**config.mk**
```make
export PLATFORM = sky130hd
export DESIGN_NAME = instruction_fetch
export DESIGN_NICKNAME = d
export VERILOG_FILES = /design/src/rtl/cpu_pkg.sv /design/src/rtl/fetch_skid_fifo.sv /design/src/rtl/instruction_fetch.sv
export SDC_FILE = /design/constraint.sdc
export NUM_CORES = 1
export LEC_CHECK = 0
export ABC_AREA = 1
export BUFFER_PORTS_ARGS = -buffer_cell sky130_fd_sc_hd__buf_2
export CAP_MARGIN = 20
export CORE_ASPECT_RATIO = 1.2
export CORE_UTILIZATION = 45
export CTS_CLUSTER_DIAMETER = 100
export CTS_CLUSTER_SIZE = 10
export DETAILED_ROUTE_END_ITERATION = 6
export GPL_TIMING_DRIVEN = 1
export PLACE_DENSITY_LB_ADDON = 0.15
export SYNTH_ARGS = -nofsm -noshare
export SYNTH_HDL_FRONTEND = slang
export SYNTH_SLANG_ARGS = --single-unit
export TNS_END_PERCENT = 30
```
**constraint.sdc**
```tcl
create_clock -name clk -period 4.19 [get_ports clk]
set_input_delay 0.2095 -clock clk [delete_from_list [all_inputs] [get_ports clk]]
set_output_delay 0.2095 -clock clk [all_outputs]
set_load 0.02 [all_outputs]
```
**src/rtl/cpu_pkg.sv**
```systemverilog
// Shared core types and constants for the fetch and decode stages.
package cpu_pkg;

  localparam int unsigned INSTR_W    = 32;
  localparam int unsigned PC_W       = 32;
  localparam int unsigned PC_STEP    = 4;
  localparam int unsigned FIFO_DEPTH = 2;
  localparam int unsigned FIFO_CNT_W = 2;

  localparam logic [PC_W-1:0] RESET_PC_DEFAULT = 32'h0000_0000;

  // One fetched instruction together with the byte address it came from.
  typedef struct packed {
    logic [INSTR_W-1:0] instr;
    logic [PC_W-1:0]    pc;
  } fetch_bundle_t;

  // Force a byte address onto a word boundary.
  function automatic logic [PC_W-1:0] align_pc(input logic [PC_W-1:0] pc);
    return pc & ~PC_W'(3);
  endfunction

endpackage

```
**src/rtl/fetch_skid_fifo.sv**
```systemverilog
// Two-entry output buffer between instruction memory returns and the decoder.
// The head entry is a dedicated register so the consumer never sees a
// combinational path from the push data.
module fetch_skid_fifo
  import cpu_pkg::*;
(
  input  logic                  clk,
  input  logic                  i_rst,
  input  logic                  i_flush,
  input  logic                  i_push,
  input  fetch_bundle_t         i_push_data,
  input  logic                  i_pop,
  output fetch_bundle_t         o_head,
  output logic [FIFO_CNT_W-1:0] o_count
);

  fetch_bundle_t         r_head;
  fetch_bundle_t         r_tail;
  logic [FIFO_CNT_W-1:0] r_count;

  fetch_bundle_t         w_head_d;
  fetch_bundle_t         w_tail_d;
  logic [FIFO_CNT_W-1:0] w_count_d;
  logic                  w_pop;

  assign w_pop = i_pop & (r_count != '0);

  // Next entry contents and occupancy; flush only clears the count.
  always_comb begin
    w_head_d  = r_head;
    w_tail_d  = r_tail;
    w_count_d = r_count;
    case ({i_push, w_pop})
      2'b10: begin
        if (r_count == '0) w_head_d = i_push_data;
        else               w_tail_d = i_push_data;
        w_count_d = r_count + FIFO_CNT_W'(1);
      end
      2'b01: begin
        w_head_d  = r_tail;
        w_count_d = r_count - FIFO_CNT_W'(1);
      end
      2'b11: begin
        if (r_count == FIFO_CNT_W'(1)) begin
          w_head_d = i_push_data;
        end else begin
          w_head_d = r_tail;
          w_tail_d = i_push_data;
        end
      end
      default: ;
    endcase
    if (i_flush) w_count_d = '0;
  end

  // Entry and count registers.
  always_ff @(posedge clk) begin
    if (i_rst) begin
      r_head  <= '0;
      r_tail  <= '0;
      r_count <= '0;
    end else begin
      r_head  <= w_head_d;
      r_tail  <= w_tail_d;
      r_count <= w_count_d;
    end
  end

  assign o_head  = r_head;
  assign o_count = r_count;

endmodule

```
**src/rtl/instruction_fetch.sv**
```systemverilog
// Instruction fetch stage: owns the PC, issues word reads to a one-cycle
// synchronous instruction memory and hands {instr, pc} to the decoder over a
// valid/ready handshake. A redirect squashes everything in flight.
module instruction_fetch
  import cpu_pkg::*;
#(
  parameter logic [PC_W-1:0] RESET_PC    = RESET_PC_DEFAULT,
  parameter int unsigned     IMEM_ADDR_W = 10
) (
  input  logic                   clk,
  input  logic                   rst,
  input  logic                   redirect_valid,
  input  logic [PC_W-1:0]        redirect_pc,
  output logic                   imem_en,
  output logic [IMEM_ADDR_W-1:0] imem_addr,
  input  logic [INSTR_W-1:0]     imem_rdata,
  output logic                   instr_valid,
  input  logic                   instr_ready,
  output logic [INSTR_W-1:0]     instr,
  output logic [PC_W-1:0]        instr_pc
);

  localparam int unsigned OCC_W = FIFO_CNT_W + 1;

  logic [PC_W-1:0]       r_fetch_pc;
  logic                  r_inflight;
  logic [PC_W-1:0]       r_inflight_pc;

  logic                  w_pop;
  logic                  w_issue;
  logic                  w_push;
  logic [OCC_W-1:0]      w_occupancy;
  logic [FIFO_CNT_W-1:0] w_count;
  fetch_bundle_t         w_head;
  fetch_bundle_t         w_push_data;

  assign w_pop = instr_valid & instr_ready;

  // Entries that will still be held or owed after this cycle's pop; issue
  // only while that leaves room for the read we are about to start.
  assign w_occupancy = OCC_W'(w_count) + OCC_W'(r_inflight) - OCC_W'(w_pop);
  assign w_issue     = ~rst & ~redirect_valid & (w_occupancy < OCC_W'(FIFO_DEPTH));

  // A read returns in the cycle right after its issue, so a redirect that
  // lands while it is outstanding squashes it by refusing that same return.
  assign w_push            = r_inflight & ~redirect_valid & ~rst;
  assign w_push_data.instr = imem_rdata;
  assign w_push_data.pc    = r_inflight_pc;

  // Fetch PC and outstanding-read tracking.
  always_ff @(posedge clk) begin
    if (rst) begin
      r_fetch_pc    <= RESET_PC;
      r_inflight    <= 1'b0;
      r_inflight_pc <= '0;
    end else begin
      if (redirect_valid)  r_fetch_pc <= align_pc(redirect_pc);
      else if (w_issue)    r_fetch_pc <= r_fetch_pc + PC_W'(PC_STEP);
      r_inflight <= w_issue;
      if (w_issue) r_inflight_pc <= r_fetch_pc;
    end
  end

  fetch_skid_fifo u_fifo (
    .clk         (clk),
    .i_rst       (rst),
    .i_flush     (redirect_valid),
    .i_push      (w_push),
    .i_push_data (w_push_data),
    .i_pop       (w_pop),
    .o_head      (w_head),
    .o_count     (w_count)
  );

  // Memory strobe and address; the address is forced to zero during reset.
  assign imem_en   = w_issue;
  assign imem_addr = rst ? '0 : r_fetch_pc[IMEM_ADDR_W+1:2];

  // Decoder-facing outputs come from the buffer head and read as zero in reset.
  assign instr_valid = ~rst & (w_count != '0);
  assign instr       = rst ? '0 : w_head.instr;
  assign instr_pc    = rst ? '0 : w_head.pc;

endmodule

```
==> results of run 1 <==
==> state kept, by name, summed over array words and instances, names as in the netlist <==
signal          cells
r_inflight_pc      30
r_inflight          1
u_fifo.o_head      62
u_fifo.r_tail      62
r_fetch_pc         30
u_fifo.o_count      2
==> cells in the mapped netlist (all sizes together) <==
library cell / instances
nor2: 234
dfxtp: 187
a21oi: 181
inv: 165
nand2: 156
o21ai: 154
buf: 45
clkbuf: 44
nor3: 43
nand3: 35
a211oi: 14
xor2: 12
ha: 7
a22oi: 5
nand3b: 4
nand4: 4
a31oi: 3
o211ai: 3
a21boi: 1
and2: 1
clkinv: 1
conb: 1
fa: 1
nor3b: 1
o211a: 1
o21bai: 1
==> worst min-delay path by stage <==
stage                      startpoint                end  slack (ns)  cells after the start
floorplan               imem_rdata[0]  u_fifo.r_tail[32]        0.38                      2
global placement    u_fifo.r_tail[19]  u_fifo.r_tail[19]        0.44                      2
detailed placement  u_fifo.r_tail[17]  u_fifo.r_tail[17]        0.44                      2
CTS                     imem_rdata[5]  u_fifo.r_tail[37]        0.04                      3
global route            imem_rdata[5]  u_fifo.r_tail[37]        0.03                      3
finish                  imem_rdata[6]  u_fifo.r_tail[38]        0.06                      3
==> worst register-to-register path, stage by stage, from the launching register on <==
cell,delay [ns]
dfxtp_1,0.37
inv_1,0.11
ha_1,0.27
nor2_2,0.14
nand2_2,0.09
buf_4,0.28
inv_2,0.10
buf_4,0.35
ha_1,0.32
nand2_1,0.10
o211ai_1,0.12
buf_4,0.70
o21ai_0,0.22
a21oi_1,0.16
==> where the power goes <==
group | total, mW | switching, mW | internal (mW)
combinational | 0.425 | 0.278 | 0.147
sequential | 1.93 | 0.0608 | 1.87
clock | 1.58 | 0.699 | 0.885
==> per-layer routing <==
layer	global-route usage	vias up	share of wire
met5	0	-	0
met4	0.06779	0	0.015
met3	0.03736	24	0.039
met2	0.3698	173	0.46
met1	0.2996	3683	0.49
li1	-	4361	-
==> cell families after synthesis <==
group,share of synthesized area
fa+ha+maj,0.01194
buf+inv,0.1247
flops,0.4154
compound gates,0.2170
xor+xnor,0.01166
other cells,0.0004161
simple gates,0.2189
==> metrics by stage <==
step	worst slack, ns	instances	cell area [um2]	power (mW)
after floorplan	1.130	1305	9016	2.276
after global placement	0.7935	1631	9704	2.390
after detailed placement	0.7784	1631	9704	2.397
after CTS	0.4551	1663	10280	3.979
after global routing	0.2489	1663	10280	4.133
final	0.4961	1663	10280	3.940
==> cell type report <==
type / instances / area share
clock inverter: 13 / 0.01364
tap: 261 / 0.03177
clock buffer: 19 / 0.04212
inverter: 166 / 0.06136
multi-input combinational: 863 / 0.4055
timing repair buffer: 154 / 0.08132
sequential: 187 / 0.3643
==> metrics.md, run 1 <==
| Metric | Value |
|---|---|
| Vias after detailed routing | 8241 |
| Fraction of layout cells with a size suffix above 1 | 0.1569 |
| Peak supply drop | 0.0002924 V |
| Cell chosen for the clock root | clkbuf_16 |
| Final Setup Violations | 0 |
| Top area cells in the synthesized netlist | dfxtp_1 (42%), a21oi_1 (10%), nor2_1 (9.5%), o21ai_0 (7.8%), inv_1 (6.6%) |
| Bufs and invs on worst path | 6 |
| Critical-path maximum fanout | 50 |
| Setup skew after layout | 0.01131 ns |
| Kind of capture point of the worst setup path | output pin |
| Number of buffers inserted by post-CTS setup repair | 0 |
| Final layout net count | 1465 |
| Slew @ Worst Pin | 1.000 ns |
| Library cell appearing most often on the critical path | inv_1 |
| Result of the run | finished clean |
| Count of nets left with antenna violations after detail routing | 0 |
| Input/output buffers | 139 |
| Number of pins exceeding their max-slew limit in the final report | 0 |
| Share of the yosys chip area belonging to registers | 0.4154 |
| Number of levels the H-tree was split into | 4 |
| # rows | 56 |
| Source-to-sink clock delay at the later pin of the worst-skew pair | 0.42 ns |
| End point of the critical path | imem_en |
| List of cells traversed by the critical path | inv_1 > ha_1 > nor2_2 > nand2_2 > inv_1 > ha_1 > inv_1 > nand2_1 > fa_1 > inv_1 > nor2_4 > nand2_2 > inv_4 > buf_2 |
| Height of the die | 157.0 um |
| Number of detailed-routing iterations run before antenna repair | 5 |
| Final core utilization | 0.5239 |
| Chip Width | 131.2 um |
| Gp weighted congestion | 0.9051 |
| Register cell area after layout | 0.003744 mm2 |
| Clock slew seen by the registers of the worst setup and hold paths | 0.07 ns |
| Detailed placer's ending HPWL | 14.82 mm |
| Cts bufs inserted | 17 |
| Die Outline Area | 0.02060 mm2 |
| Detailed Route Iter0 Violations | 435 |
| I/O pin cnt | 144 |
| Layout Area Growth over Synthesis | 14.04% |
| Commonest cells after routing, fill and taps aside | nor2_1 (229), dfxtp_1 (187), a21oi_1 (180) |
| Worst min-delay path category | input port to flip-flop |
| Count of unresolved DRC violations after routing | 0 |
| Post-Route Setup TNS | 0 ns |
| Worst EP required | 3.98 ns |
| Largest net degree at the start of global routing | 96 |
| Area of the multi-input gates | 0.004168 mm2 |
| Number of distinct library cells after synthesis | 38 |
| Leakage | 4.233 nW |
| Max-cap violations | 0 |
| Slowest cell delay on critical path | 0.51 ns |
| Yosys warnings | 0 |
| Crit. path cell count | 14 |
| Worst hold-check slack | 0.05605 ns |
| Gr ovfl total | 0 |
| TritonCTS clock tree | yes |
| Avg Vias per Cell | 4.956 |
| Highest Clock Rate | 270.7 MHz |
| Capture point of the worst reg-to-reg path | u_fifo.r_tail[61] |
| Crit Reg-Reg Startpoint | u_fifo.o_count[1] |
| Post-synth top area cell | dfxtp_1 |
| Critical setup path kind | flip-flop to output pin |
| Critical-path cell with the highest stage delay | inv_4 |
| # fillers | 2031 |
| Detailed-route wire length | 22.67 mm |
| Max_slew headroom | 0.3324 |
| Mean area per synthesized cell | 6.911 um2 |
| Via count of the first global-routing pass | 7432 |
| Setup slack of the worst register-to-register path | 0.78 ns |
| Hold-fix buffers, CTS | 0 |
| Period utilization | 0.8816 |
| Wire per inst | 13.63 um |
| ANT cells | 0 |
| Origin of the worst setup path | u_fifo.o_count[1] |
| Initial standard-cell utilization of the core | 0.4594 |
| Fraction of post-synthesis cell area in the top cell type by area | 0.4154 |
| Crit path DAT | 3.48 ns |
| Clock Sink Count | 187 |
| Setup crit start kind | flip-flop |
| Final critical-path required period | 3.694 ns |
| Core area | 0.01962 mm2 |
| Netlist area before placement | 0.009012 mm2 |
| Initial antenna violation count | 0 |
| Cell family contributing the most delay on the critical path | buffers and inverters |
| Syn Inst Count | 1304 |
| Post-CTS Resized | 0 |
| Most common cell after layout, fill and taps aside | nor2_1 |
| Number of failing hold endpoints at the final stage | 0 |
| Power density over the cells | 383.4 mW/mm2 |
| Longest Clk Path Bufs | 2 |
| Setup repair after global routing missed its margin | no |
| Number of synthesized register bits | 187 |
| First-pass GRT wire length | 37.36 mm |
| Worst-case reg-to-reg path depth | 13 |
| Aggregate global-route resource usage | 0.2241 |
No activity file was read; power rests on OpenSTA's default activity.
==> run 2, diff against run 1 <==
--- a/config.mk
+++ b/config.mk
@@ -5,11 +5,11 @@
 export SDC_FILE = /design/constraint.sdc
 export NUM_CORES = 1
 export LEC_CHECK = 0
-export ABC_AREA = 1
+export ABC_AREA = 0
 export BUFFER_PORTS_ARGS = -buffer_cell sky130_fd_sc_hd__buf_2
 export CAP_MARGIN = 20
 export CORE_ASPECT_RATIO = 1.2
-export CORE_UTILIZATION = 45
+export CORE_UTILIZATION = 56
 export CTS_CLUSTER_DIAMETER = 100
 export CTS_CLUSTER_SIZE = 10
 export DETAILED_ROUTE_END_ITERATION = 6
==> run 2 against run 1 <==
Power decreased by 1.4%. Synthesized cell count is 22% lower. Clock skew is 0.0018 ns lower. Cell count is 23% lower. Area after synthesis fell by 9.0%. Sequential share of layout area increased by 2.8 points. First-iteration DRC count rose by 18%. Via count is 15% lower. Largest cell class unchanged.
==> metrics.md, run 2 <==
| Metric | Value |
|---|---|
| Worst-case reg-to-reg path depth | 14 (+1) |
| Critical-path maximum fanout | 21 (-58%) |
| Number of pins exceeding their max-slew limit in the final report | 0 (unchanged) |
| Slowest cell delay on critical path | 0.45 ns (-0.06 ns) |
| Worst EP required | 3.98 ns (about the same) |
| Cell with the most instances after synthesis | nand2_1 |
| TritonCTS clock tree | yes |
| Commonest cells after routing, fill and taps aside | nand2_1 (212), dfxtp_1 (187), buf_2 (138) |
| Area of the multi-input gates | 0.004086 mm2 (-2.0%) |
| Crit. path cell count | 14 (unchanged) |
| Multiplexer share of the synthesized area | 0.004119 (+0.004119) |
| Crit Reg-Reg Startpoint | u_fifo.o_count[1] |
| Number of detailed-routing iterations run before antenna repair | 5 (unchanged) |
| Critical setup path kind | flip-flop to output pin |
| Height of the die | 134.6 um (-14%) |
| Worst min-delay path endpoint | u_fifo.r_tail[37] |
| Critical hold path startpoint | imem_rdata[5] |
| Setup slack of the worst register-to-register path | 0.57 ns (-0.21 ns) |
| Number of failing hold endpoints at the final stage | 0 (unchanged) |
| Design Power | 3.887 mW (-1.4%) |
| Register cell area after layout | 0.003744 mm2 (unchanged) |
| Setup skew after layout | 0.009484 ns (-0.001826 ns) |
| Share of the yosys chip area belonging to registers | 0.4564 (+0.04106) |
| Number of distinct library cells after synthesis | 52 (+37%) |
| Post-layout instance count excluding filler cells | 1286 (-23%) |
| Period utilization | 0.9369 (+0.05534) |
| Yosys warnings | 0 (unchanged) |
| Input/output buffers | 139 (unchanged) |
| Setup crit start kind | flip-flop |
| Detailed-route wire length | 18.50 mm (-18%) |
| Clock slew seen by the registers of the worst setup and hold paths | 0.06 ns (about the same) |
| I/O pin cnt | 144 (unchanged) |
| ANT cells | 0 (unchanged) |
| Fraction of post-synthesis cell area in the top cell type by area | 0.4564 (+0.04106) |
| Gp weighted congestion | 0.8244 (-8.9%) |
| Longest Clk Path Bufs | 2 (unchanged) |
| Slew @ Worst Pin | 0.8255 ns (-0.1747 ns) |
| Count of nets left with antenna violations after detail routing | 0 (unchanged) |
| Fraction of layout cells with a size suffix above 1 | 0.1782 (+0.02130) |
| Power density over the cells | 407.3 mW/mm2 (+6.2%) |
| Detailed placer's ending HPWL | 11.37 mm (-23%) |
| Most common cell after layout, fill and taps aside | nand2_1 |
| Prevailing post-synth register cell | dfxtp_1 |
| Compound-cell area share of the yosys netlist | 0.2116 (-0.005399) |
| Post-Route Setup TNS | 0 ns (unchanged) |
| Cell chosen for the clock root | clkbuf_16 |
| Final critical-path required period | 3.926 ns (+0.2319 ns) |
| Number of levels the H-tree was split into | 4 (unchanged) |
| Cell family contributing the most delay on the critical path | buffers and inverters |
| PnR worst setup slack | 0.2642 ns (-0.2319 ns) |
| Mean area per synthesized cell | 8.112 um2 (+17%) |
| Final layout net count | 1176 (-20%) |
| Gr ovfl total | 0 (unchanged) |
| # rows | 48 (-14%) |
| Post-synth top area cell | dfxtp_1 |
| Cts bufs inserted | 17 (unchanged) |
| Worst hold-check slack | 0.01680 ns (-0.03925 ns) |
| Syn Inst Count | 1011 (-22%) |
| Crit path DAT | 3.72 ns (+0.24 ns) |
| Finished Cell Area | 0.009543 mm2 (-7.1%) |
| Origin of the worst setup path | u_fifo.o_count[1] |
| Result of the run | finished clean |
| Top area cells in the synthesized netlist | dfxtp_1 (46%), nand2_1 (9.7%), a211oi_1 (6.9%), a21oi_1 (6.3%), a22oi_1 (5.7%) |
| Detailed Route Iter0 Violations | 513 (+18%) |
| Hold-fix buffers, CTS | 0 (unchanged) |
| Number of buffers inserted by post-CTS setup repair | 0 (unchanged) |
| Count of unresolved DRC violations after routing | 0 (unchanged) |
| Aggregate global-route resource usage | 0.2523 (+0.02811) |
| # fillers | 1278 (-37%) |
| Source-to-sink clock delay at the later pin of the worst-skew pair | 0.43 ns (about the same) |
| Peak supply drop | 0.0002763 V (-5.5%) |
| Placed cell areas | 0.008937 mm2 (-7.9%) |
| Via count of the first global-routing pass | 6321 (-15%) |
| Bufs and invs on worst path | 6 (unchanged) |
| Core area | 0.01435 mm2 (-27%) |
| Number of synthesized register bits | 187 (unchanged) |
| Wire per inst | 14.38 um (+5.5%) |
| Setup repair after global routing missed its margin | no |
| Clock Sink Count | 187 (unchanged) |
| Number of synthesized flops with an enable pin | 0 (unchanged) |
| Initial standard-cell utilization of the core | 0.5714 (+0.1120) |
| Max_slew headroom | 0.4497 (+0.1172) |
| Critical-path cell with the highest stage delay | dfxtp_1 |
| Final Setup Violations | 0 (unchanged) |
| Kind of capture point of the worst setup path | output pin |
| Max-cap violations | 0 (unchanged) |
| Worst Hold Depth | 3 (unchanged) |
| Commonest cells in the netlist | nand2_1 (213), dfxtp_1 (187), a21oi_1 (103), nor2_1 (85), a211oi_1 (75) |
| Simple-gate portion of the synthesized area | 0.2387 (+0.01981) |
| Total instance count after detailed placement | 1256 (-23%) |
| Avg Vias per Cell | 5.477 (+11%) |
| Highest Clock Rate | 254.7 MHz (-5.9%) |
| Leakage | 3.540 nW (-16%) |
| Combinational family with the most area after synthesis | simple AND/OR/NAND/NOR gates |
| Vias after detailed routing | 7044 (-15%) |
| Area share of fa/ha/maj cells after synthesis | 0.01312 (+0.001180) |
| Initial antenna violation count | 0 (unchanged) |
| Post-placement setup slack | 0.5896 ns (-0.1888 ns) |
| Capture point of the worst reg-to-reg path | r_fetch_pc[10] |
| First-pass GRT wire length | 30.77 mm (-18%) |
| Worst min-delay path category | input port to flip-flop |
| Final core utilization | 0.6648 (+0.1410) |
| Netlist area before placement | 0.008202 mm2 (-9.0%) |
| List of cells traversed by the critical path | inv_1 > ha_1 > nor2_1 > nand2_1 > inv_1 > ha_1 > nand2b_1 > fa_1 > xnor2_2 > nand3_2 > buf_4 > clkinvlp_4 > buf_4 > buf_2 |
| Layout Area Growth over Synthesis | 16.35% |
| Largest net degree at the start of global routing | 191 (+99%) |
| Async set or reset register ratio after synthesis | 0 (unchanged) |
| Die Outline Area | 0.01514 mm2 (-27%) |
| Xor and xnor area share after synthesis | 0.02654 (+0.01488) |
| Chip Width | 112.5 um (-14%) |
## run 2: cell count changes after synthesis, sizes merged, moves of 36 or more
cell    change
nor2b      +72
a22oi      +57
nor2      -148
inv       -154
nor3       -36
nand2      +57
o21ai     -151
a21oi      -77
a211oi     +63
## run 2: what timing repair did
action / 4_1_cts / 5_1_grt
endpoints found under the hold margin: 0 / 0
resized for setup: 0 / 1
endpoints found under the setup margin: 0 / 1
## run 2: power breakdown
part,internal (mW),total [mW],leakage (nW),switching (mW)
Sequential,1.85,1.90,1.52,0.0589
Combinational,0.137,0.345,1.72,0.208
Clock,0.993,1.64,0.299,0.643
Total,2.98,3.89,3.54,0.910
## run 2: final cells by class
type | count | area share
well taps | 175 | 0.02294
clock buffers | 23 | 0.05113
multi-input cells | 730 | 0.4282
flip-flops and latches | 187 | 0.3923
clock inverters | 7 | 0.01193
repair buffers | 153 | 0.08876
inverters | 11 | 0.004720
## run 2: metal layers
metal,global-route usage,part of all wire,vias up
li1,-,-,3676
met1,0.3561,0.48,3150
met2,0.3810,0.45,188
met3,0.05521,0.051,30
met4,0.08815,0.020,0
met5,0,0,-
## run 2: cells by family (layout without fill, tap and decap cells)
kind of cell / Yosys count / count (layout)
xor gates and xnor gates: 24 / 24
AOI/OAI and AO/OA: 265 / 265
other: 1 / 2
adders and majority gates: 8 / 8
and+or+nand+nor: 428 / 428
DFF: 187 / 187
muxes: 3 / 3
buffers and inverters: 95 / 194
## run 2: worst min-delay path, stage by stage
cell and delay [ns]:
buf_2 0.10, nand2_1 0.05, a21oi_1 0.05
## run 2: worst max-delay path by stage
stage,endpoint,slack [ns]
floorplan,r_fetch_pc[16],0.75
global placement,imem_en,0.65
detailed placement,imem_en,0.59
CTS,imem_en,0.11
global route,imem_en,0.05
finish,imem_en,0.26
==> run 3, diff against run 2 <==
--- a/config.mk
+++ b/config.mk
@@ -15,6 +15,7 @@
 export DETAILED_ROUTE_END_ITERATION = 6
 export GPL_TIMING_DRIVEN = 1
 export PLACE_DENSITY_LB_ADDON = 0.15
+export REMOVE_ABC_BUFFERS = 1
 export SYNTH_ARGS = -nofsm -noshare
 export SYNTH_HDL_FRONTEND = slang
 export SYNTH_SLANG_ARGS = --single-unit
==> run 3 against run 2 <==
Sequential cell count stayed put. Global-route usage is 0.13 points higher. Sequential power is essentially flat. Combinational power up 2%. Fmax is 1.0% higher. Critical path type unchanged. Critical endpoint unchanged. Largest power group unchanged.
==> metrics.md, run 3 (synthesis gave the netlist of run 2 again) <==
| Metric | Value |
|---|---|
| Period utilization | 0.9277 (-0.009258) |
| Via count of the first global-routing pass | 6288 (-0.52%) |
| Clock slew seen by the registers of the worst setup and hold paths | 0.06 ns (about the same) |
| Chip Width | 112.5 um (unchanged) |
| Cell chosen for the clock root | clkbuf_16 |
| Detailed-route wire length | 18.83 mm (+1.8%) |
| I/O pin cnt | 144 (unchanged) |
| Setup skew after layout | 0.009111 ns (-0.0003732 ns) |
| Height of the die | 134.6 um (unchanged) |
| Final Setup Violations | 0 (unchanged) |
| Internal power | 2.908 mW (-2.3%) |
| Met1 capacity usage during global routing | 0.3466 (-0.009530) |
| Critical-path maximum fanout | 15 (-29%) |
| Initial antenna violation count | 0 (unchanged) |
| Peak supply drop | 0.0002390 V (-13%) |
| Number of levels the H-tree was split into | 4 (unchanged) |
| Switching Share | 0.2438 (+0.009542) |
| Layout Area Growth over Synthesis | 16.57% |
| Gp weighted congestion | 0.8249 (about the same) |
| Hold-fix buffers, CTS | 0 (unchanged) |
| Worst EP required | 3.98 ns (about the same) |
| Final layout net count | 1178 (+0.17%) |
| Avg Vias per Cell | 5.543 (+1.2%) |
| Highest Clock Rate | 257.3 MHz (+1.0%) |
| Leakage | 3.552 nW (+0.33%) |
| Count of nets left with antenna violations after detail routing | 0 (unchanged) |
| Post-Route Setup TNS | 0 ns (unchanged) |
| Source-to-sink clock delay at the later pin of the worst-skew pair | 0.43 ns (about the same) |
| Kind of capture point of the worst setup path | output pin |
| Power spent charging and discharging nets | 937.4 uW (+3.0%) |
| Crit path DAT | 3.68 ns (-0.04 ns) |
| Result of the run | finished clean |
| Number of detailed-routing iterations run before antenna repair | 7 (+2) |
| Aggregate global-route resource usage | 0.2536 (+0.001338) |
| Final critical-path required period | 3.887 ns (-0.03879 ns) |
| Cts bufs inserted | 17 (unchanged) |
| Final core utilization | 0.6661 (+0.001220) |
| Power density over the cells | 402.2 mW/mm2 (-1.3%) |
| Post-CTS Resized | 0 (unchanged) |
| Detailed placer's ending HPWL | 11.85 mm (+4.2%) |
| Critical setup path kind | flip-flop to output pin |
| Most common cell after layout, fill and taps aside | nand2_1 |
| TritonCTS clock tree | yes |
| Clock Sink Count | 187 (unchanged) |
| Input/output buffers | 139 (unchanged) |
| Count of unresolved DRC violations after routing | 0 (unchanged) |
| Total instance count after detailed placement | 1258 (+0.16%) |
| Part of the power in combinational logic | 0.092 (+0.003) |
| Worst min-delay path category | input port to flip-flop |
| Slew @ Worst Pin | 0.7885 ns (-0.03698 ns) |
| Part of the total power dissipated in sequential elements | 0.494 (+0.004) |
| Number of pins exceeding their max-slew limit in the final report | 0 (unchanged) |
| First-pass GRT wire length | 30.83 mm (+0.20%) |
| Die Outline Area | 0.01514 mm2 (unchanged) |
| Max-cap violations | 0 (unchanged) |
| Setup crit start kind | flip-flop |
| Setup repair after global routing missed its margin | no |
| Vias after detailed routing | 7151 (+1.5%) |
| Core area | 0.01435 mm2 (unchanged) |
| Post-layout instance count excluding filler cells | 1290 (+0.31%) |
| Commonest cells after routing, fill and taps aside | nand2_1 (212), dfxtp_1 (187), buf_2 (138) |
| Met3 global-route usage | 0.03725 (-0.01795) |
| Wire per inst | 14.59 um (+1.5%) |
| Fraction of layout cells with a size suffix above 1 | 0.1812 (+0.002948) |
| Max_slew headroom | 0.4743 (+0.02465) |
| Number of buffers inserted by post-CTS setup repair | 0 (unchanged) |
| # rows | 48 (unchanged) |
| Most used routing layer | met2 |
| Detailed Route Iter0 Violations | 657 (+28%) |
| Number of failing hold endpoints at the final stage | 0 (unchanged) |
| Gr ovfl total | 0 (unchanged) |
| Fraction of met2 tracks used by global routing | 0.4106 (+0.02968) |
| Portion of total power attributed to the clock network | 0.415 (-0.006) |
| Longest Clk Path Bufs | 2 (unchanged) |
| # fillers | 1291 (+1.0%) |
| ANT cells | 0 (unchanged) |
| Design Power | 3.845 mW (-1.1%) |
| Largest net degree at the start of global routing | 81 (-58%) |
| Initial standard-cell utilization of the core | 0.5714 (unchanged) |
-- run 3: changes by cell type in the layout (fill, tap and decap cells not counted) --
cell / delta
buf_16: +1
buf_4: +1
bufinv_16: -1
clkbuf_1: -1
clkbuf_8: -1
clkinv_2: +2
clkinvlp_4: +1
inv_1: +1
inv_6: +1
-- run 3: worst max-delay path: stages, from the launching register on --
cell and delay, ns:
dfxtp_1 0.45, inv_1 0.11, ha_1 0.24, nor2_1 0.15
nand2_1 0.17, inv_1 0.09, ha_1 0.22, nand2b_1 0.15
fa_1 0.44, xnor2_2 0.28, nand3_2 0.32, inv_1 0.39
buf_2 0.24
-- run 3: layout make-up --
class / count / area, um2 / share of cell area
Sequential cell: 187 / 3744 / 0.3916
Clock inverter: 11 / 117.6 / 0.01230
Timing Repair Buffer: 155 / 882.1 / 0.09227
Tap cell: 175 / 219.0 / 0.02290
Multi-Input combinational cell: 730 / 4086 / 0.4274
Clock buffer: 21 / 470.5 / 0.04921
Inverter: 11 / 41.29 / 0.004319
-- run 3: layer usage --
metal	up-vias	wire, um
met1	3274	8851
li1	3675	-
met4	0	212
met5	-	0
met2	188	8995
met3	14	765
-- run 3: path summary, 6_finish.rpt --
check,startpoint,endpoint,slack (ns),cells after the start
max reg2reg,u_fifo.o_count[1],r_fetch_pc[9],0.56,14
max,u_fifo.o_count[1],imem_en,0.30,12
min,imem_rdata[25],u_fifo.r_tail[57],0.03,3
min reg2reg,u_fifo.r_tail[50],u_fifo.r_tail[50],0.45,2
-- run 3: power groups by stage --
stage / clock [mW] / combinational, mW / sequential (mW)
3_5_place_dp: 0 / 0.352 / 1.94
2_1_floorplan: 0 / 0.208 / 1.92
3_3_place_gp: 0 / 0.346 / 1.93
6_report: 1.60 / 0.352 / 1.90
4_1_cts: 1.62 / 0.354 / 1.90
5_1_grt: 1.70 / 0.390 / 1.91
-- run 3: stage by stage --
| step | area (um2) | hold WS (ns) | setup slack (ns) |
|---|---|---|---|
| 3_3_place_gp | 8945 | 0.4410 | 0.6997 |
| 4_1_cts | 9560 | 0.01688 | 0.2698 |
| 5_1_grt | 9560 | 0.02942 | 0.02164 |
| 3_5_place_dp | 8972 | 0.4460 | 0.5633 |
| 6_report | 9560 | 0.02949 | 0.3030 |
| 2_1_floorplan | 7845 | 0.2741 | -0.1142 |
